<file path="src/rtl/decode_inst_queue_pkg.sv">
// Shared definitions for the pre-decoding instruction queue: instruction
// classes, MIPS-I opcode/function constants and the stored predecode record.
package decode_inst_queue_pkg;

  typedef enum logic [2:0] {
    CLS_ALU    = 3'd0,
    CLS_LOAD   = 3'd1,
    CLS_STORE  = 3'd2,
    CLS_BRANCH = 3'd3,
    CLS_JUMP   = 3'd4,
    CLS_MULDIV = 3'd5,
    CLS_PRIV   = 3'd6,
    CLS_RSVD   = 3'd7
  } cls_e;

  localparam logic [4:0] REG_RA = 5'd31;

  // primary opcodes
  localparam logic [5:0] OP_SPECIAL = 6'h00;
  localparam logic [5:0] OP_REGIMM  = 6'h01;
  localparam logic [5:0] OP_J       = 6'h02;
  localparam logic [5:0] OP_JAL     = 6'h03;
  localparam logic [5:0] OP_BEQ     = 6'h04;
  localparam logic [5:0] OP_BNE     = 6'h05;
  localparam logic [5:0] OP_BLEZ    = 6'h06;
  localparam logic [5:0] OP_BGTZ    = 6'h07;
  localparam logic [5:0] OP_ADDI    = 6'h08;
  localparam logic [5:0] OP_ADDIU   = 6'h09;
  localparam logic [5:0] OP_SLTI    = 6'h0A;
  localparam logic [5:0] OP_SLTIU   = 6'h0B;
  localparam logic [5:0] OP_ANDI    = 6'h0C;
  localparam logic [5:0] OP_ORI     = 6'h0D;
  localparam logic [5:0] OP_XORI    = 6'h0E;
  localparam logic [5:0] OP_LUI     = 6'h0F;
  localparam logic [5:0] OP_COP0    = 6'h10;
  localparam logic [5:0] OP_LB      = 6'h20;
  localparam logic [5:0] OP_LH      = 6'h21;
  localparam logic [5:0] OP_LWL     = 6'h22;
  localparam logic [5:0] OP_LW      = 6'h23;
  localparam logic [5:0] OP_LBU     = 6'h24;
  localparam logic [5:0] OP_LHU     = 6'h25;
  localparam logic [5:0] OP_LWR     = 6'h26;
  localparam logic [5:0] OP_SB      = 6'h28;
  localparam logic [5:0] OP_SH      = 6'h29;
  localparam logic [5:0] OP_SWL     = 6'h2A;
  localparam logic [5:0] OP_SW      = 6'h2B;
  localparam logic [5:0] OP_SWR     = 6'h2E;

  // SPECIAL function codes
  localparam logic [5:0] FN_SLL     = 6'h00;
  localparam logic [5:0] FN_SRL     = 6'h02;
  localparam logic [5:0] FN_SRA     = 6'h03;
  localparam logic [5:0] FN_SLLV    = 6'h04;
  localparam logic [5:0] FN_SRLV    = 6'h06;
  localparam logic [5:0] FN_SRAV    = 6'h07;
  localparam logic [5:0] FN_JR      = 6'h08;
  localparam logic [5:0] FN_JALR    = 6'h09;
  localparam logic [5:0] FN_SYSCALL = 6'h0C;
  localparam logic [5:0] FN_BREAK   = 6'h0D;
  localparam logic [5:0] FN_MFHI    = 6'h10;
  localparam logic [5:0] FN_MTHI    = 6'h11;
  localparam logic [5:0] FN_MFLO    = 6'h12;
  localparam logic [5:0] FN_MTLO    = 6'h13;
  localparam logic [5:0] FN_MULT    = 6'h18;
  localparam logic [5:0] FN_MULTU   = 6'h19;
  localparam logic [5:0] FN_DIV     = 6'h1A;
  localparam logic [5:0] FN_DIVU    = 6'h1B;
  localparam logic [5:0] FN_ADD     = 6'h20;
  localparam logic [5:0] FN_ADDU    = 6'h21;
  localparam logic [5:0] FN_SUB     = 6'h22;
  localparam logic [5:0] FN_SUBU    = 6'h23;
  localparam logic [5:0] FN_AND     = 6'h24;
  localparam logic [5:0] FN_OR      = 6'h25;
  localparam logic [5:0] FN_XOR     = 6'h26;
  localparam logic [5:0] FN_NOR     = 6'h27;
  localparam logic [5:0] FN_SLT     = 6'h2A;
  localparam logic [5:0] FN_SLTU    = 6'h2B;

  // REGIMM rt selectors and COP0 rs selectors
  localparam logic [4:0] RT_BLTZ    = 5'h00;
  localparam logic [4:0] RT_BGEZ    = 5'h01;
  localparam logic [4:0] RT_BLTZAL  = 5'h10;
  localparam logic [4:0] RT_BGEZAL  = 5'h11;
  localparam logic [4:0] RS_MF      = 5'h00;
  localparam logic [4:0] RS_MT      = 5'h04;

  localparam logic [31:0] INST_ERET = 32'h4200_0018;

  typedef struct packed {
    logic [2:0] cls;
    logic [4:0] dest;
    logic       dest_we;
    logic       ri_exc;
  } pd_t;

endpackage

</file>
<file path="src/rtl/decode_inst_queue_predecode.sv">
// Purely combinational predecoder: classifies one MIPS-I word and picks the
// GPR it writes, so decode never has to re-derive these from the raw bits.
module inst_predecode
  import decode_inst_queue_pkg::*;
(
  input  logic [31:0] inst_i,
  output cls_e        cls_o,
  output logic [4:0]  dest_o,
  output logic        dest_we_o,
  output logic        ri_exc_o
);

  logic [5:0] opcode;
  logic [5:0] func;
  logic [4:0] rs;
  logic [4:0] rt;
  logic [4:0] rd;

  assign opcode = inst_i[31:26];
  assign rs     = inst_i[25:21];
  assign rt     = inst_i[20:16];
  assign rd     = inst_i[15:11];
  assign func   = inst_i[5:0];

  always_comb begin
    cls_o  = CLS_RSVD;
    dest_o = 5'd0;
    case (opcode)
      OP_SPECIAL: begin
        case (func)
          FN_SLL, FN_SRL, FN_SRA, FN_SLLV, FN_SRLV, FN_SRAV,
          FN_ADD, FN_ADDU, FN_SUB, FN_SUBU, FN_AND, FN_OR,
          FN_XOR, FN_NOR, FN_SLT, FN_SLTU, FN_MFHI, FN_MFLO: begin
            cls_o  = CLS_ALU;
            dest_o = rd;
          end
          FN_JR:   cls_o = CLS_JUMP;
          FN_JALR: begin
            cls_o  = CLS_JUMP;
            dest_o = rd;
          end
          FN_SYSCALL, FN_BREAK: cls_o = CLS_PRIV;
          FN_MTHI, FN_MTLO, FN_MULT, FN_MULTU, FN_DIV, FN_DIVU:
            cls_o = CLS_MULDIV;
          default: cls_o = CLS_RSVD;
        endcase
      end
      OP_REGIMM: begin
        case (rt)
          RT_BLTZ, RT_BGEZ: cls_o = CLS_BRANCH;
          RT_BLTZAL, RT_BGEZAL: begin
            cls_o  = CLS_BRANCH;
            dest_o = REG_RA;
          end
          default: cls_o = CLS_RSVD;
        endcase
      end
      OP_J:   cls_o = CLS_JUMP;
      OP_JAL: begin
        cls_o  = CLS_JUMP;
        dest_o = REG_RA;
      end
      OP_BEQ, OP_BNE, OP_BLEZ, OP_BGTZ: cls_o = CLS_BRANCH;
      OP_ADDI, OP_ADDIU, OP_SLTI, OP_SLTIU,
      OP_ANDI, OP_ORI, OP_XORI, OP_LUI: begin
        cls_o  = CLS_ALU;
        dest_o = rt;
      end
      // eret is matched on the whole word; other COP0 forms go by rs
      OP_COP0: begin
        if (inst_i == INST_ERET) begin
          cls_o = CLS_PRIV;
        end else if (rs == RS_MF) begin
          cls_o  = CLS_PRIV;
          dest_o = rt;
        end else if (rs == RS_MT) begin
          cls_o = CLS_PRIV;
        end
      end
      OP_LB, OP_LH, OP_LWL, OP_LW, OP_LBU, OP_LHU, OP_LWR: begin
        cls_o  = CLS_LOAD;
        dest_o = rt;
      end
      OP_SB, OP_SH, OP_SWL, OP_SW, OP_SWR: cls_o = CLS_STORE;
      default: cls_o = CLS_RSVD;
    endcase
  end

  assign dest_we_o = (dest_o != 5'd0);
  assign ri_exc_o  = (cls_o == CLS_RSVD);

endmodule

</file>
<file path="src/rtl/decode_inst_queue.sv">
// Pre-decoding circular instruction queue between fetch and decode, with
// delay-slot tagging at enqueue and a synchronous flush for redirects.
module decode_inst_queue
  import decode_inst_queue_pkg::*;
#(
  parameter int DEPTH = 4,
  parameter int PTR_W = $clog2(DEPTH),
  parameter int PC_W  = 32
) (
  input  logic            clk,
  input  logic            resetn,
  input  logic            flush,
  input  logic            fs_valid,
  input  logic [PC_W-1:0] fs_pc,
  input  logic [31:0]     fs_inst,
  output logic            fs_ready,
  output logic            ds_valid,
  input  logic            ds_ready,
  output logic [PC_W-1:0] ds_pc,
  output logic [31:0]     ds_inst,
  output logic [2:0]      ds_cls,
  output logic [4:0]      ds_dest,
  output logic            ds_dest_we,
  output logic            ds_bd,
  output logic            ds_ri_exc,
  output logic [PTR_W:0]  count
);

  localparam int CNT_W = PTR_W + 1;

  logic [PTR_W-1:0] head_q, head_d;
  logic [PTR_W-1:0] tail_q, tail_d;
  logic [CNT_W-1:0] count_q, count_d;
  logic             last_br_q, last_br_d;

  logic [PC_W-1:0]  pc_q   [DEPTH];
  logic [31:0]      inst_q [DEPTH];
  pd_t              pd_q   [DEPTH];
  logic             bd_q   [DEPTH];

  cls_e       pd_cls;
  logic [4:0] pd_dest;
  logic       pd_dest_we;
  logic       pd_ri_exc;
  logic       enq;
  logic       deq;

  inst_predecode u_predecode (
    .inst_i    (fs_inst),
    .cls_o     (pd_cls),
    .dest_o    (pd_dest),
    .dest_we_o (pd_dest_we),
    .ri_exc_o  (pd_ri_exc)
  );

  // Both handshakes depend only on registered occupancy.
  assign fs_ready = (count_q != CNT_W'(DEPTH));
  assign ds_valid = (count_q != '0);
  assign enq      = fs_valid && fs_ready && !flush;
  assign deq      = ds_valid && ds_ready && !flush;

  always_comb begin
    head_d    = head_q;
    tail_d    = tail_q;
    count_d   = count_q;
    last_br_d = last_br_q;
    if (flush) begin
      head_d    = '0;
      tail_d    = '0;
      count_d   = '0;
      last_br_d = 1'b0;
    end else begin
      if (enq) begin
        tail_d    = tail_q + PTR_W'(1);
        last_br_d = (pd_cls == CLS_BRANCH) || (pd_cls == CLS_JUMP);
      end
      if (deq) begin
        head_d = head_q + PTR_W'(1);
      end
      case ({enq, deq})
        2'b10:   count_d = count_q + CNT_W'(1);
        2'b01:   count_d = count_q - CNT_W'(1);
        default: count_d = count_q;
      endcase
    end
  end

  always_ff @(posedge clk or negedge resetn) begin
    if (!resetn) begin
      head_q    <= '0;
      tail_q    <= '0;
      count_q   <= '0;
      last_br_q <= 1'b0;
    end else begin
      head_q    <= head_d;
      tail_q    <= tail_d;
      count_q   <= count_d;
      last_br_q <= last_br_d;
    end
  end

  // Entry payload needs no reset: it is only observed while count_q covers it.
  always_ff @(posedge clk) begin
    if (enq) begin
      pc_q[tail_q]   <= fs_pc;
      inst_q[tail_q] <= fs_inst;
      pd_q[tail_q]   <= '{cls: pd_cls, dest: pd_dest,
                          dest_we: pd_dest_we, ri_exc: pd_ri_exc};
      bd_q[tail_q]   <= last_br_q;
    end
  end

  pd_t head_pd;
  assign head_pd = pd_q[head_q];

  assign ds_pc      = ds_valid ? pc_q[head_q]   : '0;
  assign ds_inst    = ds_valid ? inst_q[head_q] : '0;
  assign ds_cls     = ds_valid ? head_pd.cls     : 3'd0;
  assign ds_dest    = ds_valid ? head_pd.dest    : 5'd0;
  assign ds_dest_we = ds_valid && head_pd.dest_we;
  assign ds_ri_exc  = ds_valid && head_pd.ri_exc;
  assign ds_bd      = ds_valid && bd_q[head_q];
  assign count      = count_q;

endmodule

</file>
<file path="config.mk">
export PLATFORM = sky130hd
export DESIGN_NAME = decode_inst_queue
export DESIGN_NICKNAME = d
export VERILOG_FILES = /design/src/rtl/decode_inst_queue_pkg.sv /design/src/rtl/decode_inst_queue_predecode.sv /design/src/rtl/decode_inst_queue.sv
export SDC_FILE = /design/constraint.sdc
export NUM_CORES = 1
export LEC_CHECK = 0
export CAP_MARGIN = 15
export CORE_MARGIN = 10
export CORE_UTILIZATION = 35
export DETAILED_ROUTE_END_ITERATION = 8
export PLACE_DENSITY = 0.66
export SKIP_CTS_REPAIR_TIMING = 1
export SLEW_MARGIN = 10
export SYNTH_ARGS = -nofsm -noshare
export SYNTH_HDL_FRONTEND = slang
export SYNTH_SLANG_ARGS = --single-unit
</file>
<file path="constraint.sdc">
create_clock -name clk -period 9 [get_ports clk]
set_clock_uncertainty 0.2 [all_clocks]
set_input_delay 1.8 -clock clk [delete_from_list [all_inputs] [get_ports clk]]
set_output_delay 1.8 -clock clk [all_outputs]
set_load 0.05 [all_outputs]
</file>
==> flow_metrics.py, run 1 <==
metrics = {
    "pwr": {
        "powerDensity_nw_per_um2": 319.5,
        "p_switching_mw": 1.792,
        "peakVddDrop_uv": 262.0,
        "p_leak_nw": 4.811,
        "p_comb_frac": 0.384,
        "seqPwrFrac": 0.356,
        "p_sw_frac": 0.3655,
        "p_clk_frac": 0.261,
        "p_int_mw": 3.111,
    },
    "floorplanning": {
        "rows": 68,
        "die_w_um": 207.7,
        "die_area_um2": 43120,
        "ios": 149,
        "core_area_um2": 34630,
        "start_util": 0.3559,
        "die_y_um": 207.7,
    },
    "placement": {
        "dp_cells": 1190,
        "io_buffer_count": 148,
        "finalWeightedCongestion": 0.7347,
        "dpl_cell_area_um2": 14320,
        "dp_hpwl_um": 17010,
    },
    "layout": {
        "fin_nets": 845,
        "stdcell_count": 1248,
        "drive_above_1_share": 0.1765,
        "fin_area_um2": 15350,
        "fin_util": 0.4432,
        "antennaDiodeCount": 0,
        "fillerInstances": 3009,
        "syn2layout_area_growth_pct": 24.53,
    },
    "sta": {
        "period_needed_ps": 5809,
        "clock.fmax_ghz": 0.1721,
        "finalCritPeriodShare": 0.6455,
        "hold_viol_final": 0,
        "drv_slew": 0,
        "fin_setup_tns_ps": 0,
        "rsz0062_at_grt": "no",
        "whs_ps": 368.2,
        "setup_viol": 0,
        "max_slew.worst_pin.slew_ps": 981.1,
        "max_slew_margin": 0.3367,
    },
    "synthesis": {
        "synth.most_common_cell": "edfxtp_1",
        "ys_warn_count": 0,
        "synthDominantCellAreaShare": 0.7310,
        "ys.flop_type": "edfxtp_1",
        "postSynthAreaPerCell_um2": 20.17,
        "synth_area_um2": 12320,
        "synthTopCellsByCount": "edfxtp_1 (300), and2_1 (79), mux4_2 (75)",
        "async_flop_share": 0.02597,
        "synth_area_leaders": "edfxtp_1 (73%), mux4_2 (14%), and2_1 (4.0%)",
        "syn_inst": 611,
        "synth_largest_area_cell": "edfxtp_1",
        "ys_ff_latch": 308,
        "syn_nets": 685,
        "synth_edf_count": 300,
        "ys_types": 50,
        "synth_seq_area_share": 0.7472,
    },
    "setup_path": {
        "end_kind": "output port",
        "worstPathRequired_ps": 7000,
        "reg2reg_from": "count[0]",
        "crit_path_max_fanout": 44,
        "crit-reg2reg-capture": "bd_q[1]",
        "crit_type": "flip-flop to output port",
        "startpoint": "head_q[0]",
        "r2r_setup_slack_ps": 6150,
        "startpoint_type": "flip-flop",
        "cp_data_arrival_time_ps": 3810,
        "r2r.worst_path.cells": 6,
    },
    "detailed_routing": {
        "first_pass_iters": 4,
        "drt_wl_total_um": 28090,
        "wl_per_cell_um": 22.51,
        "ant_nets": 0,
        "drtIter0Drc": 417,
        "avgViaCountPerCell": 5.088,
        "num_vias": 6350,
        "drc_errors": 0,
    },
    "global_routing": {
        "grt_first_pass_wirelength_um": 43330,
        "first_global_vias": 6929,
        "track_usage": 0.1282,
        "antenna_found_initial": 1,
        "grt_max_degree": 58,
        "overflow": 0,
    },
    "clock_tree": {
        "tritoncts": "built",
        "numCtsBuffers": 34,
        "clock-sinks": 308,
        "htreeDepth": 2,
        "clkTransAtPathRegs_ps": 60,
        "root_buffer": "clkbuf_16",
        "clockBufferDepth": 3,
        "worstSkewPairLatency_ps": 500,
    },
    "outcome": {
        "outcome": "finished, final reports clean",
    },
    "worst_hold_path": {
        "min_to": "bd_q[1]",
        "hold_path_class": "flip-flop to flip-flop",
        "whs_path_depth": 0,
        "hp-start": "last_br_q",
    },
    "job": {
        "cap_violations": 0,
    },
}
==> area by class of cell <==
type,instances,area (um2),share of cell area
clock buffer,47,963.4,0.06278
clock inverter,11,61.31,0.003995
inverter,7,26.28,0.001712
multi-input combinational,265,2977,0.1940
sequential,308,9216,0.6005
tap,455,569.3,0.03709
timing repair buffer,155,1534,0.09995
==> metal layers <==
layer	vias to the layer above	part of all wire	routed length, um	track usage
li1	2814	-	-	-
met3	50	0.072	2018	0.03550
met1	3282	0.42	11740	0.1584
met4	2	0.020	558	0.03512
met5	-	0.00046	13	0
met2	202	0.49	13760	0.2162
==> power groups by stage <==
stage	Combinational (mW)	Clock, mW	Sequential, mW
floorplan	1.31	0	1.74
global route	1.99	1.38	1.76
detailed placement	1.91	0	1.78
global placement	1.91	0	1.77
finish	1.88	1.28	1.74
CTS	1.92	1.32	1.75
==> flip-flops by register name (all words and copies together) (netlist names) <==
signal     count
inst_q       128
pc_q         128
pd_q          40
bd_q           4
count          3
head_q         2
tail_q         2
last_br_q      1
==> cells by family after synthesis <==
kind of cell | count (synthesis) | share of synthesized area
XOR/XNOR | 5 | 0.003554
flip-flops | 308 | 0.7472
buffers and inverters | 38 | 0.01228
AND/OR/NAND/NOR | 134 | 0.06660
AO/OA/AOI/OAI | 43 | 0.02508
adder cells (fa/ha/maj) | 5 | 0.005686
multiplexers | 78 | 0.1396
==> worst max path at each step <==
stage,slack (ps),to
after floorplan,4410,bd_q[0]
after global placement,3610,ds_ri_exc
after detailed placement,3600,ds_dest[4]
after CTS,3030,ds_dest[4]
after global routing,2860,ds_pc[19]
final,3190,ds_pc[19]
==> stage by stage <==
stage | worst slack [ps] | total power, mW
floorplan | 4412 | 3.048
global placement | 3612 | 3.688
detailed placement | 3596 | 3.693
CTS | 3033 | 4.991
global route | 2865 | 5.127
finish | 3191 | 4.903
==> critical path, cell delays in order (launching register included) <==
cell	delay, ps
dfrtp_4	880
buf_4	820
mux4_2	610
and2_1	180
clkdlybuf4s50_1	700
==> layout by cell type, fill, tap and decap left out, types with 4 or more instances in the layout <==
master,n
a21oi_1,11
a221o_1,6
and2_1,75
and2_4,4
buf_4,7
clkbuf_1,10
clkbuf_16,37
clkdlybuf4s50_1,148
clkinv_2,5
dfrtp_1,6
edfxtp_1,300
ha_1,4
inv_1,7
mux4_2,75
nand2_1,6
nor2_1,12
nor2b_1,4
nor3_1,5
nor4_1,4
nor4b_1,4
o21ai_0,8
Power figures use the tool's default switching activity.
==> run 2: changes to the inputs <==
==> constraint.sdc (replaced) <==
create_clock -name clk -period 5.9 [get_ports clk]
set_clock_uncertainty 0.2 [all_clocks]
set_input_delay 1.18 -clock clk [delete_from_list [all_inputs] [get_ports clk]]
set_output_delay 1.18 -clock clk [all_outputs]
set_load 0.05 [all_outputs]
==> run 2 against run 1 <==
Sequential share of layout area fell by 0.60 points. Flip-flop and latch count stayed put. Combinational power grew 55%. Count of clock-buffer cells in the layout shrank 6. Utilization up 0.44 points. Power grew 56%. Non-clock buffer count increased by 4. Clock power is 64% higher. Hold slack lost 30 ps. Sequential power grew 51%. Design area increased by 1.0%. Critical endpoint is now ds_dest[4]. Largest cell class unchanged. Largest power group unchanged.
==> flow_metrics.py, run 2 (same netlist as run 1, synthesis figures left out) <==
metrics = {
    "outcome": {
        "outcome": "finished, final reports clean",
    },
    "detailed_routing": {
        "met1_length_um": 11860,
        "met2_wirelength_um": 13710,
        "first_pass_iters": 5,
        "ant_nets": 0,
        "wl_per_cell_um": 21.91,
        "avgViaCountPerCell": 5.045,
        "top_layer_used": "met5",
        "num_vias": 6347,
        "met3_length_um": 1526,
        "drc_errors": 0,
        "drtIter0Drc": 329,
        "drt_wl_total_um": 27560,
    },
    "setup_path": {
        "cp_data_arrival_time_ps": 3220,
        "crit_type": "flip-flop to output port",
        "worstPathRequired_ps": 4520,
        "reg2reg_from": "count[0]",
        "end_kind": "output port",
        "max_stage_delay_ps": 1100,
        "r2r_setup_slack_ps": 2950,
        "cp_cell_sequence": "buf_4, mux4_2, and2_1, clkdlybuf4s50_1",
        "startpoint_type": "flip-flop",
        "r2r.worst_path.cells": 8,
        "endpoint": "ds_dest[4]",
        "crit-reg2reg-capture": "count[1]",
        "crit_path_max_fanout": 62,
        "startpoint": "head_q[1]",
        "slowest_stage": "dfrtp_4",
    },
    "placement": {
        "dp_cells": 1194,
        "dp_slack_ps": 1744,
        "finalWeightedCongestion": 0.7906,
        "io_buffer_count": 148,
        "dp_hpwl_um": 17040,
    },
    "clock_tree": {
        "worstSkewPairLatency_ps": 490,
        "clock-sinks": 308,
        "numCtsBuffers": 36,
        "clkTransAtPathRegs_ps": 60,
        "root_buffer": "clkbuf_16",
        "tritoncts": "built",
        "htreeDepth": 2,
        "clockBufferDepth": 3,
    },
    "worst_hold_path": {
        "hold_path_class": "flip-flop to flip-flop",
    },
    "global_routing": {
        "first_global_vias": 6834,
        "overflow": 0,
        "antenna_found_initial": 1,
        "track_usage": 0.1257,
        "grt_max_degree": 68,
        "grt_first_pass_wirelength_um": 42480,
    },
    "sta": {
        "period_needed_ps": 4603,
        "max_slew.worst_pin.slew_ps": 1113,
        "rsz0062_at_grt": "no",
        "clock.fmax_ghz": 0.2173,
        "drv_slew": 0,
        "finalCritPeriodShare": 0.7801,
        "max_slew_margin": 0.2578,
        "hold_viol_final": 0,
        "whs_ps": 338.4,
        "setup_viol": 0,
        "fin_ws_ps": 1297,
        "fin_setup_tns_ps": 0,
    },
    "floorplanning": {
        "core_area_um2": 34630,
        "die_y_um": 207.7,
        "die_area_um2": 43120,
        "die_w_um": 207.7,
        "start_util": 0.3559,
        "ios": 149,
        "rows": 68,
    },
    "layout": {
        "reg_top3": "inst_q (128), pc_q (128), pd_q (40)",
        "drive_above_1_share": 0.1895,
        "syn2layout_area_growth_pct": 25.78,
        "stdcell_count": 1258,
        "fillerInstances": 2993,
        "fin_nets": 851,
        "layout_common_cells": "edfxtp_1 (300), clkdlybuf4s50_1 (148), mux4_2 (75), and2_1 (75), clkbuf_16 (37)",
        "final_common_cell": "edfxtp_1",
    },
    "pwr": {
        "p_leak_nw": 4.888,
        "powerDensity_nw_per_um2": 492.9,
        "peakVddDrop_uv": 315.8,
    },
    "job": {
        "cap_violations": 0,
    },
}
-- run 2: cell types whose count changed in the layout (fill, tap and decap cells not counted), moves of 2 or more --
cell and change:
clkinvlp_4 +2, clkbuf_1 -6, buf_4 +3, clkinv_2 +3, clkinv_1 +3, bufinv_16 +3
-- run 2: worst min path at each step --
stage / startpoint / end / depth (start not counted) / slack, ps
2_1_floorplan: last_br_q / bd_q[0] / 0 / 280
3_3_place_gp: last_br_q / bd_q[2] / 0 / 310
3_5_place_dp: last_br_q / bd_q[1] / 0 / 330
4_1_cts: last_br_q / bd_q[2] / 0 / 340
5_1_grt: last_br_q / bd_q[2] / 0 / 370
6_report: last_br_q / bd_q[2] / 0 / 340
-- run 2: power by group --
group          internal, mW  leakage (nW)  switching, mW
clock                  1.28         0.552          0.821
sequential             2.54          2.83         0.0848
combinational          1.08          1.51           1.84
total                  4.90          4.89           2.74
-- run 2: critical path, delay by kind of cell, from the launching register on --
kind / cells / cell delay [ps]
DFF: 1 / 1100
buffers and inverters: 2 / 1070
muxes: 1 / 350
and+or+nand+nor: 1 / 170
-- run 2: stage by stage --
step / instance area [um2] / util / total power [mW]
global placement: 14370 / 0.4148 / 5.636
CTS: 15500 / 0.4476 / 7.774
global route: 15500 / 0.4476 / 7.999
detailed placement: 14370 / 0.4148 / 5.655
floorplan: 12320 / - / 4.649
finish: 15500 / 0.4476 / 7.640
-- run 2: cell type report --
cell class	instances	area (um2)	area share
Sequential cell	308	9216	0.5946
Clock inverter	22	192.7	0.01243
Multi-Input combinational cell	265	2977	0.1920
Inverter	7	26.28	0.001695
Antenna cell	1	2.502	0.0001614
Timing Repair Buffer	159	1577	0.1017
Tap cell	455	569.3	0.03673
Clock buffer	41	940.9	0.06070
-- run 2: routing by layer --
| layer | GRT usage | vias up |
|---|---|---|
| met3 | 0.03384 | 32 |
| li1 | - | 2824 |
| met4 | 0.02964 | 2 |
| met5 | 0 | - |
| met1 | 0.1587 | 3309 |
| met2 | 0.2109 | 180 |
